### config.mk
export PLATFORM = sky130hd
export DESIGN_NAME = mem_rmw_ctrl_flat
export DESIGN_NICKNAME = d
export VERILOG_FILES = /design/src/rtl/mem_rmw_if.sv /design/src/rtl/mem_rmw_ctrl.sv /design/src/flat_wrapper.sv
export SDC_FILE = /design/constraint.sdc
export NUM_CORES = 1
export LEC_CHECK = 0
export BUFFER_PORTS_ARGS = -buffer_cell sky130_fd_sc_hd__buf_4
export CAP_MARGIN = 25
export CORE_ASPECT_RATIO = 0.5
export CORE_MARGIN = 1.5
export CORE_UTILIZATION = 35
export CTS_CLUSTER_DIAMETER = 60
export DETAILED_ROUTE_END_ITERATION = 8
export GPL_TIMING_DRIVEN = 1
export PLACE_DENSITY_LB_ADDON = 0.05
export SKIP_LAST_GASP = 1
export SYNTH_ARGS = -nofsm -noshare
export SYNTH_HDL_FRONTEND = slang
export SYNTH_SLANG_ARGS = --single-unit
### constraint.sdc
create_clock -name clk -period 3.8 [get_ports clk]
set_input_delay 0.76 -clock clk [delete_from_list [all_inputs] [get_ports clk]]
set_output_delay 0.76 -clock clk [all_outputs]
set_load 0.02 [all_outputs]
### src/rtl/mem_rmw_if.sv
// Transfer-size package and request/response/memory bus for mem_rmw_ctrl.
// Defining MEM_RMW_LOAD_SIGNEXT_EN adds req_signed to the request side.
package mem_rmw_pkg;
  typedef enum logic [1:0] {BYTE = 2'd0, HALFWORD = 2'd1, WORD = 2'd2} tsize_e;
endpackage

interface mem_rmw_if #(
  parameter int unsigned N = 1024
);
  import mem_rmw_pkg::*;
  localparam int unsigned AW = $clog2(N);

  logic          req_valid;
  logic          req_ready;
  logic          req_write;
  logic [AW-1:0] req_addr;
  tsize_e        req_tsize;
  logic [31:0]   req_wdata;
`ifdef MEM_RMW_LOAD_SIGNEXT_EN
  logic          req_signed;
`endif
  logic          resp_valid;
  logic          resp_ready;
  logic [31:0]   resp_rdata;
  logic          resp_error;
  logic [AW-1:0] mem_address;
  tsize_e        mem_tsize;
  logic          mem_write;
  logic [31:0]   mem_write_data;
  logic [31:0]   mem_data;
  logic          mem_rerror;

  // Controller side.
  modport slave (
`ifdef MEM_RMW_LOAD_SIGNEXT_EN
    input  req_signed,
`endif
    input  req_valid, req_write, req_addr, req_tsize, req_wdata, resp_ready, mem_data, mem_rerror,
    output req_ready, resp_valid, resp_rdata, resp_error,
    output mem_address, mem_tsize, mem_write, mem_write_data
  );

  // Requester plus memory side.
  modport master (
`ifdef MEM_RMW_LOAD_SIGNEXT_EN
    output req_signed,
`endif
    output req_valid, req_write, req_addr, req_tsize, req_wdata, resp_ready, mem_data, mem_rerror,
    input  req_ready, resp_valid, resp_rdata, resp_error,
    input  mem_address, mem_tsize, mem_write, mem_write_data
  );
endinterface

### src/rtl/mem_rmw_ctrl.sv
// Load/store controller that turns sub-word stores into read-modify-write of a word memory.
// Optional MEM_RMW_LOAD_SIGNEXT_EN enables signed byte/halfword loads via req_signed.
module mem_rmw_ctrl
  import mem_rmw_pkg::*;
#(
  parameter int unsigned N = 1024
) (
  input  logic     clk,
  input  logic     rst,
  mem_rmw_if.slave bus
);
  localparam int unsigned AW = $clog2(N);

  typedef enum logic [2:0] {StIdle, StRd, StRmw, StWr, StResp} state_e;

  state_e        state_q, state_d;
  logic [AW-1:0] addr_q;
  tsize_e        tsize_q;
  logic [31:0]   wdata_q;
  logic          write_q;
`ifdef MEM_RMW_LOAD_SIGNEXT_EN
  logic          signed_q;
`endif
  logic [31:0]   old_q;
  logic [31:0]   rdata_q;
  logic          error_q;

  logic          accept;
  logic          misaligned;
  logic [31:0]   load_data;
  logic [31:0]   merged;

  assign accept     = bus.req_valid & bus.req_ready;
  assign misaligned = ((bus.req_tsize == WORD) && (bus.req_addr[1:0] != 2'b00)) ||
                      ((bus.req_tsize == HALFWORD) && bus.req_addr[0]);

  always_ff @(posedge clk) begin
    if (rst) state_q <= StIdle;
    else     state_q <= state_d;
  end

  always_comb begin
    state_d = state_q;
    unique case (state_q)
      StIdle: begin
        if (accept) begin
          if (!bus.req_write)            state_d = StRd;
          else if (misaligned)           state_d = StResp;
          else if (bus.req_tsize == WORD) state_d = StWr;
          else                           state_d = StRmw;
        end
      end
      StRd:   state_d = StResp;
      StRmw:  state_d = StWr;
      StWr:   state_d = StResp;
      StResp: if (bus.resp_valid && bus.resp_ready) state_d = StIdle;
      default: state_d = StIdle;
    endcase
  end

  // Memory returns sub-word loads right-aligned and zero-extended.
  always_comb begin
    load_data = bus.mem_data;
`ifdef MEM_RMW_LOAD_SIGNEXT_EN
    if (signed_q) begin
      if (tsize_q == BYTE)          load_data = {{24{bus.mem_data[7]}}, bus.mem_data[7:0]};
      else if (tsize_q == HALFWORD) load_data = {{16{bus.mem_data[15]}}, bus.mem_data[15:0]};
    end
`endif
  end

  always_comb begin
    merged = old_q;
    if (tsize_q == BYTE)          merged[{addr_q[1:0], 3'b000} +: 8] = wdata_q[7:0];
    else if (tsize_q == HALFWORD) merged[{addr_q[1], 4'b0000} +: 16] = wdata_q[15:0];
    else                          merged = wdata_q;
  end

  always_ff @(posedge clk) begin
    if (rst) begin
      addr_q   <= '0;
      tsize_q  <= BYTE;
      wdata_q  <= '0;
      write_q  <= 1'b0;
`ifdef MEM_RMW_LOAD_SIGNEXT_EN
      signed_q <= 1'b0;
`endif
      old_q    <= '0;
      rdata_q  <= '0;
      error_q  <= 1'b0;
    end else begin
      unique case (state_q)
        StIdle: begin
          if (accept) begin
            addr_q   <= bus.req_addr;
            tsize_q  <= bus.req_tsize;
            wdata_q  <= bus.req_wdata;
            write_q  <= bus.req_write;
`ifdef MEM_RMW_LOAD_SIGNEXT_EN
            signed_q <= bus.req_signed;
`endif
            rdata_q  <= '0;
            error_q  <= bus.req_write & misaligned;
          end
        end
        StRd: begin
          rdata_q <= load_data;
          error_q <= bus.mem_rerror;
        end
        StRmw:   old_q   <= bus.mem_data;
        StWr:    error_q <= 1'b0;
        default: ;
      endcase
    end
  end

  always_comb begin
    bus.req_ready      = 1'b0;
    bus.mem_address    = addr_q;
    bus.mem_tsize      = WORD;
    bus.mem_write      = 1'b0;
    bus.mem_write_data = merged;
    bus.resp_valid     = 1'b0;
    unique case (state_q)
      StIdle: begin
        bus.req_ready   = !rst;
        bus.mem_address = bus.req_addr;
        bus.mem_tsize   = bus.req_tsize;
      end
      StRd:  bus.mem_tsize = tsize_q;
      StRmw: ;
      StWr: begin
        // Reset in this cycle must suppress the write.
        bus.mem_write   = write_q & !rst;
        bus.mem_address = {addr_q[AW-1:2], 2'b00};
      end
      StResp:  bus.resp_valid = !rst;
      default: ;
    endcase
  end

  assign bus.resp_rdata = rst ? '0 : rdata_q;
  assign bus.resp_error = rst ? 1'b0 : error_q;
endmodule
### src/flat_wrapper.sv
// flat-port wrapper written by rule: the top's interface ports become plain ports
module mem_rmw_ctrl_flat import mem_rmw_pkg::*;
#(
  parameter int unsigned N = 1024
)
  (clk, rst, bus_req_valid, bus_req_write, bus_req_addr, bus_req_tsize, bus_req_wdata, bus_resp_ready, bus_mem_data, bus_mem_rerror, bus_req_ready, bus_resp_valid, bus_resp_rdata, bus_resp_error, bus_mem_address, bus_mem_tsize, bus_mem_write, bus_mem_write_data);
  mem_rmw_if #(.N(N)) bus_i ();
  input  logic clk;
  input  logic rst;
  input wire logic [$bits(bus_i.req_valid)-1:0] bus_req_valid;
  input wire logic [$bits(bus_i.req_write)-1:0] bus_req_write;
  input wire logic [$bits(bus_i.req_addr)-1:0] bus_req_addr;
  input wire logic [$bits(bus_i.req_tsize)-1:0] bus_req_tsize;
  input wire logic [$bits(bus_i.req_wdata)-1:0] bus_req_wdata;
  input wire logic [$bits(bus_i.resp_ready)-1:0] bus_resp_ready;
  input wire logic [$bits(bus_i.mem_data)-1:0] bus_mem_data;
  input wire logic [$bits(bus_i.mem_rerror)-1:0] bus_mem_rerror;
  output wire logic [$bits(bus_i.req_ready)-1:0] bus_req_ready;
  output wire logic [$bits(bus_i.resp_valid)-1:0] bus_resp_valid;
  output wire logic [$bits(bus_i.resp_rdata)-1:0] bus_resp_rdata;
  output wire logic [$bits(bus_i.resp_error)-1:0] bus_resp_error;
  output wire logic [$bits(bus_i.mem_address)-1:0] bus_mem_address;
  output wire logic [$bits(bus_i.mem_tsize)-1:0] bus_mem_tsize;
  output wire logic [$bits(bus_i.mem_write)-1:0] bus_mem_write;
  output wire logic [$bits(bus_i.mem_write_data)-1:0] bus_mem_write_data;
  assign bus_i.req_valid = bus_req_valid;
  assign bus_i.req_write = bus_req_write;
  assign bus_i.req_addr = bus_req_addr;
  assign bus_i.req_tsize = bus_req_tsize;
  assign bus_i.req_wdata = bus_req_wdata;
  assign bus_i.resp_ready = bus_resp_ready;
  assign bus_i.mem_data = bus_mem_data;
  assign bus_i.mem_rerror = bus_mem_rerror;
  assign bus_req_ready = bus_i.req_ready;
  assign bus_resp_valid = bus_i.resp_valid;
  assign bus_resp_rdata = bus_i.resp_rdata;
  assign bus_resp_error = bus_i.resp_error;
  assign bus_mem_address = bus_i.mem_address;
  assign bus_mem_tsize = bus_i.mem_tsize;
  assign bus_mem_write = bus_i.mem_write;
  assign bus_mem_write_data = bus_i.mem_write_data;
  mem_rmw_ctrl #(.N(N)) u_core (.clk(clk), .rst(rst), .bus(bus_i));
endmodule
==> results.txt <==
The worst-case setup slack after placement is 0.586 ns. In this run the post-CTS setup repair buffer count came out at 0. The number of flops mapped to enable cells by yosys is 0.

0 antenna diodes ended up in the layout. In this run the worst setup path terminates at bus_mem_write_data[13]. The CTS H-tree depth is 4. The type of element launching the critical path is a flip-flop.

The total nets after synthesis came out at 706. Adding up every negative setup slack in the final design gives 0 ns. The layout filler cell count came out at 1472. The routed design uses 1.42 mm of met3 wire. Summing over every cut layer, the via total after detailed routing is 5090.

The power share of the sequential group is 0.359. In this run the critical register-to-register path is captured at u_core.addr_q[0]. The number of core rows is 31.

For this run, the register share of the synthesized area comes to 0.437. The detailed placement HPWL came out at 12.5 mm. The maximum clock skew at final layout is 0.00906 ns. Dividing the synthesized area by the synthesized cell count gives 8.37 um^2. Synthesis instantiated 38 different standard cells from the library. Of the total power, the clock network draws 0.461. The via count normalized by instance count came out at 5.21. The setup slack of the critical path after layout came out at 0.351 ns. The critical path is of the flip-flop to output pin type. Setup repair after global routing left no endpoint under its margin. The cell sitting at the root of the clock tree is a sky130_fd_sc_hd__clkbuf_16. The source of the critical timing path is u_core.addr_q[0]. The library cells used most frequently in the layout, excluding fill and tap cells, are sky130_fd_sc_hd__buf_4, sky130_fd_sc_hd__nand2_1, sky130_fd_sc_hd__dfxtp_1.

Data arrives at the worst endpoint at 2.69 ns. Summed over all cells, the static leakage comes to 3.13 nW. Leaving out fill and tap cells, the most frequent cell in the layout is sky130_fd_sc_hd__buf_4. The switching share of power is 0.292. The class of the worst hold path is flip-flop to flip-flop. The clock sink count is 113. Across every metal layer, demand over resource in global routing totals 0.225.

The most used flip-flop cell after synthesis is sky130_fd_sc_hd__dfxtp_1. With fillers left out, the area of the finished cells amounts to 7170 um^2. Counting cells, the worst reg-to-reg path comes to 5. The highest metal layer carrying signal wires in the routed design is met4.

The number of top-level design ports is 162. The final number of setup-violating endpoints came out at 0. The share of total power dissipated in combinational logic is 0.181. After detailed routing, the wire length on met1 is 8.77 mm. The final-report max-slew violation count came out at 0. Summed over all layers, the routed wires come to 17.6 mm. The DRC marker count from the first detailed-route iteration came out at 409.

The relative max-transition margin is 0.540. The analysis attributes to net switching a power of 1.09 mW. The first global-routing pass estimated 26.2 mm of wire. The starting density of the core is 0.358.

Entering global routing, the biggest net connects 54 pins. The initial antenna violation count is 0. The area growth from synthesis to layout came out at 38.5%.

The worst hold margin came out at 0.456 ns. The number of CTS-inserted buffers is 17. The fraction of final layout cells with drive strength greater than 1 came out at 0.289. The via count of the first global-routing pass came out at 4491.

The remaining global-route overflow is 0. The area of the core region is 14500 um^2. The placed instance area is 6540 um^2. The areal power density over the cells is 522 nW/um^2. The overall die height is 89.0 um. The number of storage elements in the synthesis netlist is 113. After layout, the design draws a total of 3.74 mW. The width of the die came out at 175 um.

The TritonCTS clock tree is yes. The reg-to-reg critical path startpoint is u_core.state_q[1]. The number of instances on the worst hold path is 2. The flop-to-flop setup slack came out at 1.81 ns. The peak fanout along the critical path came out at 10. The number of warnings issued by yosys came out at 0. The number of port buffers came out at 161. The residual DRC count is 0. The average detailed-routed wire length per instance is 18.0 um. The clock-pin slew reported for the worst setup and hold paths after clock tree synthesis came out at 0.05 ns. The flow ran to the end, and the final reports show no timing, DRC or antenna violations.

The die covers 15600 um^2. Max-cap violations in this run came to 0. The detailed-routed wire length on met2 came out at 7.14 mm. The final estimated routing congestion in global placement is 0.840.

The number of iterations in the first detailed-routing pass is 6. The maximum count of clock buffers along a single path is 2. The critical path data required time is 3.04 ns.

The synthesized netlist occupies a cell area of 5180 um^2. The insertion delay to the later sink of the worst-skew pair came out at 0.41 ns. The async set or reset register ratio after synthesis is 0.

For the pin with the worst max-slew slack, the measured transition is 0.689 ns. The hold violation total from the final report is 0. The gate count of the mapped netlist came out at 619. The clock period minus final worst setup slack came out at 3.45 ns.

STA classifies the critical path endpoint as an output pin. For this run, the post-layout net count is 853. Internal power comes to 2.65 mW.

The remaining antenna violation count came out at 0. Derived from the worst setup path, the maximum achievable clock frequency is 290 MHz. The worst IR drop on VDD came out at 0.262 mV. The share of the cycle needed by the critical path after routing is 0.908.
cell type report:
cell class / count / area (um^2) / area share
multi-input cells: 436 / 2630 / 0.367
flip-flops and latches: 113 / 2260 / 0.316
repair buffers: 172 / 1300 / 0.181
clock buffers: 18 / 429 / 0.0598
well taps: 198 / 248 / 0.0345
clock inverters: 14 / 204 / 0.0284
inverters: 26 / 97.6 / 0.0136
flip-flops by register name (all words and copies together) (netlist names):
| name | cells |
|---|---|
| u_core.state_q | 3 |
| u_core.addr_q | 10 |
| u_core.error_q | 1 |
| u_core.write_q | 1 |
| u_core.old_q | 32 |
| u_core.tsize_q | 2 |
| u_core.rdata_q | 32 |
| u_core.wdata_q | 32 |
critical path: stages (launching register included):
cell,delay (ns)
sky130_fd_sc_hd__dfxtp_2,0.47
sky130_fd_sc_hd__inv_1,0.14
sky130_fd_sc_hd__ha_1,0.42
sky130_fd_sc_hd__or3b_4,0.46
sky130_fd_sc_hd__nor3_4,0.40
sky130_fd_sc_hd__a222oi_1,0.17
sky130_fd_sc_hd__inv_1,0.09
sky130_fd_sc_hd__buf_4,0.13
per-stage QoR:
| stage | cells | utilization |
|---|---|---|
| after detailed placement | 945 | 0.452 |
| after global routing | 977 | 0.496 |
| after floorplan | 619 | - |
| final | 977 | 0.496 |
| after global placement | 944 | 0.451 |
| after CTS | 977 | 0.496 |
power by group through the flow:
stage	combinational [mW]	sequential, mW	clock, mW
after floorplan	0.426	1.32	0
after global placement	0.673	1.36	0
after detailed placement	0.679	1.36	0
after CTS	0.680	1.34	1.75
after global routing	0.733	1.35	1.81
final	0.677	1.34	1.73
per-layer routing:
| metal | up-vias | track usage |
|---|---|---|
| li1 | 2471 | - |
| met1 | 2409 | 0.331 |
| met2 | 193 | 0.324 |
| met3 | 17 | 0.0531 |
| met4 | 0 | 0.0668 |
| met5 | - | 0 |
cell families (layout without fill, tap and decap cells):
| group | count (synthesis) | after routing | share of synthesized area |
|---|---|---|---|
| simple gates | 266 | 266 | 0.243 |
| compound gates | 146 | 146 | 0.212 |
| mux | 19 | 19 | 0.0386 |
| buf+inv | 70 | 230 | 0.0570 |
| flops | 113 | 113 | 0.437 |
| fa+ha+maj | 5 | 5 | 0.0121 |
worst min path at each step:
stage	start	end	slack (ns)
CTS	u_core.addr_q[5]	u_core.addr_q[5]	0.46
global placement	u_core.addr_q[2]	u_core.addr_q[2]	0.44
finish	u_core.old_q[0]	u_core.old_q[0]	0.46
detailed placement	u_core.addr_q[5]	u_core.addr_q[5]	0.45
global route	u_core.addr_q[8]	u_core.addr_q[8]	0.47
floorplan	u_core.addr_q[2]	u_core.addr_q[2]	0.43
cell usage after synthesis (all sizes together) (2+ instances only):
| library cell | number | share of area |
|---|---|---|
| ha | 5 | 0.012 |
| a222oi | 8 | 0.015 |
| nand3 | 37 | 0.036 |
| a221oi | 25 | 0.045 |
| nor2b | 44 | 0.053 |
| nand2 | 158 | 0.11 |
| a21oi | 45 | 0.043 |
| nor4 | 5 | 0.012 |
| a22o | 40 | 0.068 |
| nor3 | 6 | 0.011 |
| a211oi | 2 | 0.0039 |
| mux2i | 11 | 0.021 |
| clkbuf | 20 | 0.014 |
| inv | 25 | 0.018 |
| mux2 | 8 | 0.017 |
| nand2b | 3 | 0.0036 |
| nor2 | 7 | 0.0051 |
| dfxtp | 113 | 0.44 |
| and3 | 3 | 0.0036 |
| o31ai | 12 | 0.017 |
| o21ai | 8 | 0.0077 |
| a22oi | 2 | 0.0029 |
| o22ai | 2 | 0.0024 |
| buf | 24 | 0.024 |
what timing repair did:
action                     in CTS  in global routing
hold buffers                    0                  0
resized for setup               0                  1
setup endpoints to repair       0                  3
Note: power is estimated with default switching activity, not from simulation.
